**src/rtl/led_pkg.sv**
```systemverilog
// Shared constants for the LED pattern engines.
//   MODE_*  : pattern selector encoding carried on mode_i / mode_o
//   DIR_*   : chase direction encoding carried on dir_i
//   RAMP_*  : breathe ramp direction held inside the engine
package led_pkg;

  localparam logic [1:0] MODE_OFF     = 2'd0;
  localparam logic [1:0] MODE_ON      = 2'd1;
  localparam logic [1:0] MODE_CHASE   = 2'd2;
  localparam logic [1:0] MODE_BREATHE = 2'd3;

  localparam logic DIR_UP = 1'b0;
  localparam logic DIR_DN = 1'b1;

  localparam logic RAMP_UP = 1'b0;
  localparam logic RAMP_DN = 1'b1;

endpackage

```
**src/rtl/led_tick_gen.sv**
```systemverilog
// Prescaler: emits a one-cycle tick every TICK_DIV clk cycles.
//   clk  : system clock
//   rst  : synchronous reset, active-high
//   tick : high in the cycle the prescaler sits at TICK_DIV-1 (every cycle when TICK_DIV=1)
module led_tick_gen #(
  parameter int unsigned TICK_DIV = 47
) (
  input  logic clk,
  input  logic rst,
  output logic tick
);

  localparam int unsigned CNT_W = (TICK_DIV > 1) ? $clog2(TICK_DIV) : 1;
  localparam logic [CNT_W-1:0] CNT_LAST = CNT_W'(TICK_DIV - 1);

  logic [CNT_W-1:0] cnt_q, cnt_d;

  // Count 0..TICK_DIV-1, tick on the last value and wrap.
  always_comb begin
    cnt_d = cnt_q;
    tick  = (cnt_q == CNT_LAST);
    if (tick) cnt_d = '0;
    else      cnt_d = cnt_q + CNT_W'(1);
  end

  always_ff @(posedge clk) begin
    if (rst) cnt_q <= '0;
    else     cnt_q <= cnt_d;
  end

endmodule

```
**src/rtl/led_pattern_engine.sv**
```systemverilog
// LED pattern engine: OFF / ON / CHASE / BREATHE driven from one PWM timebase,
// with mode changes deferred to PWM frame boundaries.
//   clk       : system clock (12 MHz)
//   rst       : synchronous reset, active-high
//   mode_i    : requested mode (MODE_*)
//   mode_load : one-cycle strobe capturing mode_i as the pending mode
//   dir_i     : chase direction (DIR_UP toward MSB, DIR_DN toward LSB)
//   led_out   : registered LED drive, 1 = lit
//   frame_o   : one-cycle pulse after the PWM counter wraps
//   mode_o    : currently active mode
module led_pattern_engine
  import led_pkg::*;
#(
  parameter int unsigned N_LED       = 8,
  parameter int unsigned TICK_DIV    = 47,
  parameter int unsigned PWM_BITS    = 8,
  parameter int unsigned STEP_FRAMES = 4
) (
  input  logic             clk,
  input  logic             rst,
  input  logic [1:0]       mode_i,
  input  logic             mode_load,
  input  logic             dir_i,
  output logic [N_LED-1:0] led_out,
  output logic             frame_o,
  output logic [1:0]       mode_o
);

  localparam int unsigned POS_W  = $clog2(N_LED);
  localparam int unsigned STEP_W = (STEP_FRAMES > 1) ? $clog2(STEP_FRAMES) : 1;

  localparam logic [PWM_BITS-1:0] DUTY_MAX  = '1;
  localparam logic [POS_W-1:0]    POS_LAST  = POS_W'(N_LED - 1);
  localparam logic [STEP_W-1:0]   STEP_LAST = STEP_W'(STEP_FRAMES - 1);

  logic tick;
  logic frame_evt, step_evt;
  logic [1:0] pend_eff;
  logic       pend_vld_eff;

  logic [PWM_BITS-1:0] pwm_cnt_q, pwm_cnt_d;
  logic [STEP_W-1:0]   step_cnt_q, step_cnt_d;
  logic [PWM_BITS-1:0] duty_q, duty_d;
  logic                ramp_q, ramp_d;
  logic [POS_W-1:0]    pos_q, pos_d;
  logic [1:0]          pend_q, pend_d;
  logic                pend_vld_q, pend_vld_d;
  logic [1:0]          mode_q, mode_d;
  logic [N_LED-1:0]    led_q, led_d;
  logic                frame_q, frame_d;

  led_tick_gen #(
    .TICK_DIV (TICK_DIV)
  ) u_tick_gen (
    .clk  (clk),
    .rst  (rst),
    .tick (tick)
  );

  // Timebase, mode handshake and pattern stepping.
  always_comb begin
    pwm_cnt_d  = pwm_cnt_q;
    step_cnt_d = step_cnt_q;
    duty_d     = duty_q;
    ramp_d     = ramp_q;
    pos_d      = pos_q;
    mode_d     = mode_q;

    frame_evt = tick && (pwm_cnt_q == DUTY_MAX);
    step_evt  = frame_evt && (step_cnt_q == STEP_LAST);

    if (tick) pwm_cnt_d = pwm_cnt_q + PWM_BITS'(1);

    // A load in the frame_evt cycle must take effect at that same edge.
    pend_eff     = mode_load ? mode_i : pend_q;
    pend_vld_eff = mode_load | pend_vld_q;
    pend_d       = pend_eff;
    pend_vld_d   = pend_vld_eff;

    if (frame_evt && pend_vld_eff) begin
      mode_d     = pend_eff;
      pend_vld_d = 1'b0;
      step_cnt_d = '0;
      duty_d     = '0;
      ramp_d     = RAMP_UP;
      pos_d      = '0;
    end else begin
      if (frame_evt) begin
        if (step_evt) step_cnt_d = '0;
        else          step_cnt_d = step_cnt_q + STEP_W'(1);
      end
      if (step_evt) begin
        case (mode_q)
          MODE_CHASE: begin
            if (dir_i == DIR_UP) pos_d = (pos_q == POS_LAST) ? '0 : pos_q + POS_W'(1);
            else                 pos_d = (pos_q == '0) ? POS_LAST : pos_q - POS_W'(1);
          end
          MODE_BREATHE: begin
            // Endpoints bounce immediately so each extreme lasts exactly one step.
            if (ramp_q == RAMP_UP) begin
              if (duty_q == DUTY_MAX) begin
                ramp_d = RAMP_DN;
                duty_d = DUTY_MAX - PWM_BITS'(1);
              end else begin
                duty_d = duty_q + PWM_BITS'(1);
              end
            end else begin
              if (duty_q == '0) begin
                ramp_d = RAMP_UP;
                duty_d = PWM_BITS'(1);
              end else begin
                duty_d = duty_q - PWM_BITS'(1);
              end
            end
          end
          default: ;
        endcase
      end
    end
  end

  // LED drive from the current-cycle state; registered below.
  always_comb begin
    led_d   = '0;
    frame_d = frame_evt;
    case (mode_q)
      MODE_ON:      led_d = '1;
      MODE_CHASE:   led_d = N_LED'(1) << pos_q;
      MODE_BREATHE: led_d = {N_LED{pwm_cnt_q < duty_q}};
      default:      led_d = '0;
    endcase
  end

  always_ff @(posedge clk) begin
    if (rst) begin
      pwm_cnt_q  <= '0;
      step_cnt_q <= '0;
      duty_q     <= '0;
      ramp_q     <= RAMP_UP;
      pos_q      <= '0;
      pend_q     <= MODE_OFF;
      pend_vld_q <= 1'b0;
      mode_q     <= MODE_OFF;
      led_q      <= '0;
      frame_q    <= 1'b0;
    end else begin
      pwm_cnt_q  <= pwm_cnt_d;
      step_cnt_q <= step_cnt_d;
      duty_q     <= duty_d;
      ramp_q     <= ramp_d;
      pos_q      <= pos_d;
      pend_q     <= pend_d;
      pend_vld_q <= pend_vld_d;
      mode_q     <= mode_d;
      led_q      <= led_d;
      frame_q    <= frame_d;
    end
  end

  assign led_out = led_q;
  assign frame_o = frame_q;
  assign mode_o  = mode_q;

endmodule

```
**config.mk**
```make
export PLATFORM = sky130hd
export DESIGN_NAME = led_pattern_engine
export DESIGN_NICKNAME = d
export VERILOG_FILES = /design/src/rtl/led_pkg.sv /design/src/rtl/led_tick_gen.sv /design/src/rtl/led_pattern_engine.sv
export SDC_FILE = /design/constraint.sdc
export NUM_CORES = 1
export LEC_CHECK = 0
export ABC_AREA = 1
export BUFFER_PORTS_ARGS = -buffer_cell sky130_fd_sc_hd__buf_2
export CAP_MARGIN = 5
export CORE_UTILIZATION = 38
export CTS_BUF_LIST = sky130_fd_sc_hd__clkbuf_8
export CTS_CLUSTER_SIZE = 20
export DETAILED_ROUTE_END_ITERATION = 8
export PLACE_DENSITY_LB_ADDON = 0.08
export SYNTH_ARGS = -nofsm -noshare
export SYNTH_HDL_FRONTEND = slang
export SYNTH_SLANG_ARGS = --single-unit
```
**constraint.sdc**
```tcl
create_clock -name clk -period 1.5 [get_ports clk]
set_input_delay 0.3 -clock clk [delete_from_list [all_inputs] [get_ports clk]]
set_output_delay 0.3 -clock clk [all_outputs]
set_load 0.02 [all_outputs]
```
# Yosys cells after proc, flatten, opt, wreduce, memory -nomap -nowiden
# Index checks and enable logic that the tools add are counted.
[word_totals]
register_bits = 42
in_bits = 6
[classes]
n_eq_ne = 8
magnitude_cmp = 1
n_shift = 1
reduce_logical = 9
n_addsub = 7
bitwise_logic = 1
muxes = 12
[ops]
columns = ["cell", "n"]
rows = [
  ["two-way mux 8 bit", 3],
  ["case mux 8 bit (3 select lines)", 1],
  ["adder 8 x 1 -> 8 bit (second input constant)", 2],
  ["equality test 8 bit (second input constant)", 2],
  ["two-way mux 3 bit", 3],
  ["logical NOT 8 bit", 1],
  ["less-than comparator 8 bit", 1],
  ["left shift 1 x 3 -> 8 bit (first input constant)", 1],
  ["subtractor 8 x 1 -> 8 bit (second input constant)", 1],
  ["adder 6 x 1 -> 6 bit (second input constant)", 1],
  ["equality test 2 bit (second input constant)", 3],
  ["equality test 6 bit (second input constant)", 1],
  ["two-way mux 2 bit", 2],
  ["AND reduction 2 bit", 2],
  ["OR reduction 2 bit", 2],
  ["adder 3 x 1 -> 3 bit (second input constant)", 1],
  ["equality test 3 bit (second input constant)", 1],
  ["logical AND 1 bit", 3],
  ["logical NOT 3 bit", 1],
  ["two-way mux 1 bit", 3],
  ["subtractor 3 x 1 -> 3 bit (second input constant)", 1],
  ["adder 2 x 1 -> 2 bit (second input constant)", 1],
  ["equality test 2 x 1 -> 1 bit (second input constant)", 1],
  ["bitwise OR 1 bit", 1],
]

# Logic depth before layout (Yosys ltp)
[depth]
word_depth = 4
mapped_depth = 10

# By module
# A second synthesis with hierarchy kept.
[hier_totals]
hier_cells = 349
area_unflattened_um2 = 2423.6
[by_module_without_submodules]
columns = ["mod", "cells_per_inst", "n_inst", "area_per_inst_um2"]
rows = [
  ["led_pattern_engine", 317, 1, 2143.3],
  ["led_tick_gen", 32, 1, 280.3],
]

# Worst setup path before layout
# No wires, ideal clock.
[synth_path]
path_type = "reg-to-reg"
from = "register pwm_cnt_q[1]"
to = "register duty_q[1]"
arrival_time_ns = 1.409
n_path_buf = 0
required_time_ns = 1.382
path_stages_with_launch = 11
path_slack_ns = -0.028
setup_time_ns = 0.118
path_cell_list = "dfxtp_1 ha_1 inv_2 nor2_1 nand2_2 nor2_8 nand2_4 inv_2 nand2_2 nand2_1 a21oi_1"
[synth_between]
elab_chain_len = 4
word_cells_on_any_way = 6
cone_classes = "eq/ne: 1; reduce/logical: 5"
[synth_rtl]
columns = ["element", "line_no", "text"]
rows = [
  ["from (decl)", "led_pattern_engine.sv:41", "logic [PWM_BITS-1:0] pwm_cnt_q, pwm_cnt_d;"],
  ["from (signal assigned)", "led_pattern_engine.sv:147", "pwm_cnt_q <= pwm_cnt_d;"],
  ["equality test 8 bit *", "led_pattern_engine.sv:69", "frame_evt = tick && (pwm_cnt_q == DUTY_MAX);"],
  ["logical AND 1 bit *", "led_pattern_engine.sv:69", ""],
  ["logical AND 1 bit, on equally long branches", "led_pattern_engine.sv:70, led_pattern_engine.sv:80", ""],
  ["AND reduction 2 bit (no source line) / OR reduction 2 bit (equally long branches)", "-", ""],
  ["to (signal assigned)", "led_pattern_engine.sv:149", "duty_q <= duty_d;"],
  ["to (decl)", "led_pattern_engine.sv:43", "logic [PWM_BITS-1:0] duty_q, duty_d;"],
]
# Mark *: on every way between the ends. The rest lies on a longest branch, timed or not.
# A chain may end at the register's enable or synchronous reset.

# Worst setup path in the final report
[layout_path]
from = "register duty_q[1]"
to = "register led_q[5] (netlist: led_out[5])"
[layout_between]
elab_chain_len = 2
[layout_rtl]
columns = ["element", "line_no", "text"]
rows = [
  ["less-than comparator 8 bit", "led_pattern_engine.sv:129", "MODE_BREATHE: led_d = {N_LED{pwm_cnt_q < duty_q}};"],
  ["case mux 8 bit (3 select lines)", "led_pattern_engine.sv:126", "case (mode_q)"],
  ["to (signal assigned)", "led_pattern_engine.sv:155", "led_q <= led_d;"],
  ["to (decl)", "led_pattern_engine.sv:49", "logic [N_LED-1:0] led_q, led_d;"],
]
# Every way passes these cells.

==> metrics.txt <==
FMAX 661 MHz; Final Non-Filler Cells 508; # setup viols final 1; reg2reg start duty_q[1]$_SDFFE_PP0P_; CTS Sinks 42; Max clock buf depth 2; Vias/cell 4.86; Leak 1.55 nW; status complete, but fails checks; met2 Usage GRT 29.1%; final critical-path required period 1.51 ns; gr usage total 17.4%; Hold Vio Cnt, Final 0; Layout area overhead 38.8%; Avg WL per Cell 12.0 um; gr ovfl total 0; initial DRC count 122; worst-margin pin slew 0.334 ns; Setup Crit Path Kind flop to flop; GRT met1 Usage 22.9%; Critical-path top delay cell dfxtp_2; final design instance area without fill 3460 um^2; # Max-Cap Violations 0; Antenna diodes 0; post-synth cell types 32; TritonCTS Buffers 5; Residual DRC 0; die area 6880 um^2; Final Core Density 54.4%; core region area 6350 um^2; drt pass-1 iters 4; Synth async-reset ratio 0%; Avg Inst Size Synth 6.94 um^2; Setup Skew 0.00634 ns; grt met3 use 3.18%; gr busiest metal met2; FF-to-FF path depth 9; RSZ-0062 raised after global routing true; largest net degree at the start of global routing 15; Port Buf Inserts 16; P per Cell Area 606 nW/um^2; #FFs+latches synth 42; critical-path cell list inv_4, ha_4, a21boi_2, o21bai_1, nand2_1, nand2_1, nand3_2, buf_8, a21oi_4; clock transition at the registers of the reported paths 0.08 ns; Crit. End Element flop; share of layout cells above drive strength 1 36.0%; Slew Limit Fails 0; failing checks setup timing; Die W 82.9 um; first-pass GRT wire length 9.95 mm; Yosys top cell by area dfxtp_1; Worst EP arrival 1.74 ns; Setup WS pre-CTS -0.127 ns; slew margin rel. 77.6%; Yosys top cell area share 33.8%; hold path cells 5; Hold Crit Class primary input to flop; Peak VDD IR 0.684 mV; Critical path origin duty_q[1]$_SDFFE_PP0P_; CTS root buf clkbuf_8; Die Ht 82.9 um; CP max FO 8; Synth Warn # 0; final wirelength 6.10 mm; CTS tree built; Inst Count DP 496; # hold bufs at CTS 0; CP dominant cell by count nand2_1; RD Place Congestion 0.812; Hold Crit Start mode_i[0]; Main synth FF type dfxtp_1; Synth area leaders dfxtp_1 34%, nand2_1 15%, ha_1 11%, a21oi_1 6.6%, inv_1 6.0%; CP max stage delay 0.36 ns; Post-Syn Nets 386; I/O Pins 17; number of synthesized flops with an enable pin 0; post-synthesis cell area 2490 um^2; Placed Instance Area 3010 um^2; Worst Setup Start Kind flop; Site Rows 29; period utilization 101%; initial antenna violation count 0; PnR worst setup slack -0.0121 ns; CP required 1.72 ns; Vias 2470; Cells after Synth 359; Synth top cells by count 97 x nand2_1, 42 x dfxtp_1, 40 x inv_1; Final Net Count 457; initial core utilization 39.2%; most common cell in the synthesized netlist nand2_1; H-tree levels 2; Skew-Pair Late Insertion Delay 0.29 ns; vias in the first global route 2265; Post-DP HPWL 4.44 mm; ANT nets after route 0; post-synthesis sequential area ratio 33.8%
-- timing repair --
item / 4_1_cts / 5_1_grt
gates resized for setup: 16 / 71
hold endpoints to repair: 0 / 0
cloned: 1 / 0
pin swaps: 3 / 15
endpoints found under the setup margin: 18 / 24
setup buffers: 1 / 2
-- critical path, delay by kind of cell (launching register included) --
family,cells,cell delay [ns]
compound gates,3,0.41
simple gates,3,0.25
buf+inv,2,0.22
flops,1,0.36
fa+ha+maj,1,0.20
-- cell usage in the layout, fill, tap and decap left out, types with 2 or more instances in the layout --
| cell type | instances |
|---|---|
| dfxtp_1 | 30 |
| nor2_4 | 7 |
| nor3_1 | 4 |
| nor2_2 | 3 |
| o21ai_2 | 4 |
| ha_4 | 4 |
| clkbuf_8 | 5 |
| o21ai_0 | 11 |
| nand2_8 | 2 |
| inv_4 | 2 |
| nor2_1 | 28 |
| a21oi_1 | 20 |
| clkinv_2 | 2 |
| dfxtp_2 | 10 |
| nand2_4 | 3 |
| buf_4 | 51 |
| nand3_4 | 2 |
| ha_1 | 16 |
| nor3_2 | 2 |
| nor2_8 | 2 |
| xnor2_1 | 2 |
| a31oi_1 | 7 |
| nand3_1 | 17 |
| buf_2 | 16 |
| nand3_2 | 5 |
| nand4_1 | 4 |
| inv_1 | 36 |
| nand2_2 | 11 |
| xor2_1 | 5 |
| inv_2 | 4 |
| dfxtp_4 | 2 |
| a21oi_2 | 12 |
| nand2_1 | 90 |
-- power by group --
part,total [W],switching [W],internal (W)
Sequential,0.00113,0.00000613,0.00112
Combinational,0.0000852,0.0000522,0.0000329
Clock,0.000881,0.000391,0.000490
Total,0.00209,0.000449,0.00164
-- layer usage --
metal  share of wire (%)  wire length [um]
met1                  47              2870
met3                 4.0               244
met4                 1.4                88
met5                   0                 0
met2                  48              2900
-- cells by family (layout without fill, tap and decap cells) --
logic type / after synthesis / count (layout) / share of synthesized area, %
DFF: 42 / 42 / 33.8
adders and majority gates: 21 / 21 / 10.6
xor gates and xnor gates: 7 / 7 / 2.46
AOI/OAI and AO/OA: 60 / 60 / 12.9
buffers and inverters: 49 / 120 / 7.59
and+or+nand+nor: 180 / 181 / 32.7
-- through the flow --
stage | TNS [ns] | hold WS (ns) | total power, W
CTS | 0 | 0.347 | 0.00212
finish | -0.0121 | 0.356 | 0.00209
global placement | -0.746 | 0.454 | 0.00123
floorplan | 0 | 0.369 | 0.00120
detailed placement | -1.32 | 0.465 | 0.00123
global route | -0.740 | 0.396 | 0.00218
-- layout make-up --
class,count,area [um^2]
Clock buffer,5,68.8
Multi-Input combinational cell,269,1740
Inverter,44,178
Tap cell,77,96.3
Sequential cell,42,861
Clock inverter,3,40.0
Fill cell,607,2890
Timing Repair Buffer,68,478
-- registers in the layout, summed over array words and instances (netlist names) --
| signal | count |
|---|---|
| step_cnt_q | 2 |
| mode_o | 2 |
| pend_vld_q | 1 |
| pwm_cnt_q | 8 |
| ramp_q | 1 |
| duty_q | 8 |
| frame_o | 1 |
| u_tick_gen.cnt_q | 6 |
| pos_q | 3 |
| pend_q | 2 |
| led_out | 8 |
-- path summary, 6_finish.rpt --
check | to | slack [ns]
worst min register to register | step_cnt_q[1]$_SDFFE_PP0P_ | 0.47
worst max register to register | led_out[5]$_SDFF_PP0_ | -0.01
worst max-delay path | led_out[5]$_SDFF_PP0_ | -0.01
worst min-delay path | pend_q[0]$_SDFF_PP0_ | 0.36
No activity file was read; power rests on OpenSTA's default activity.
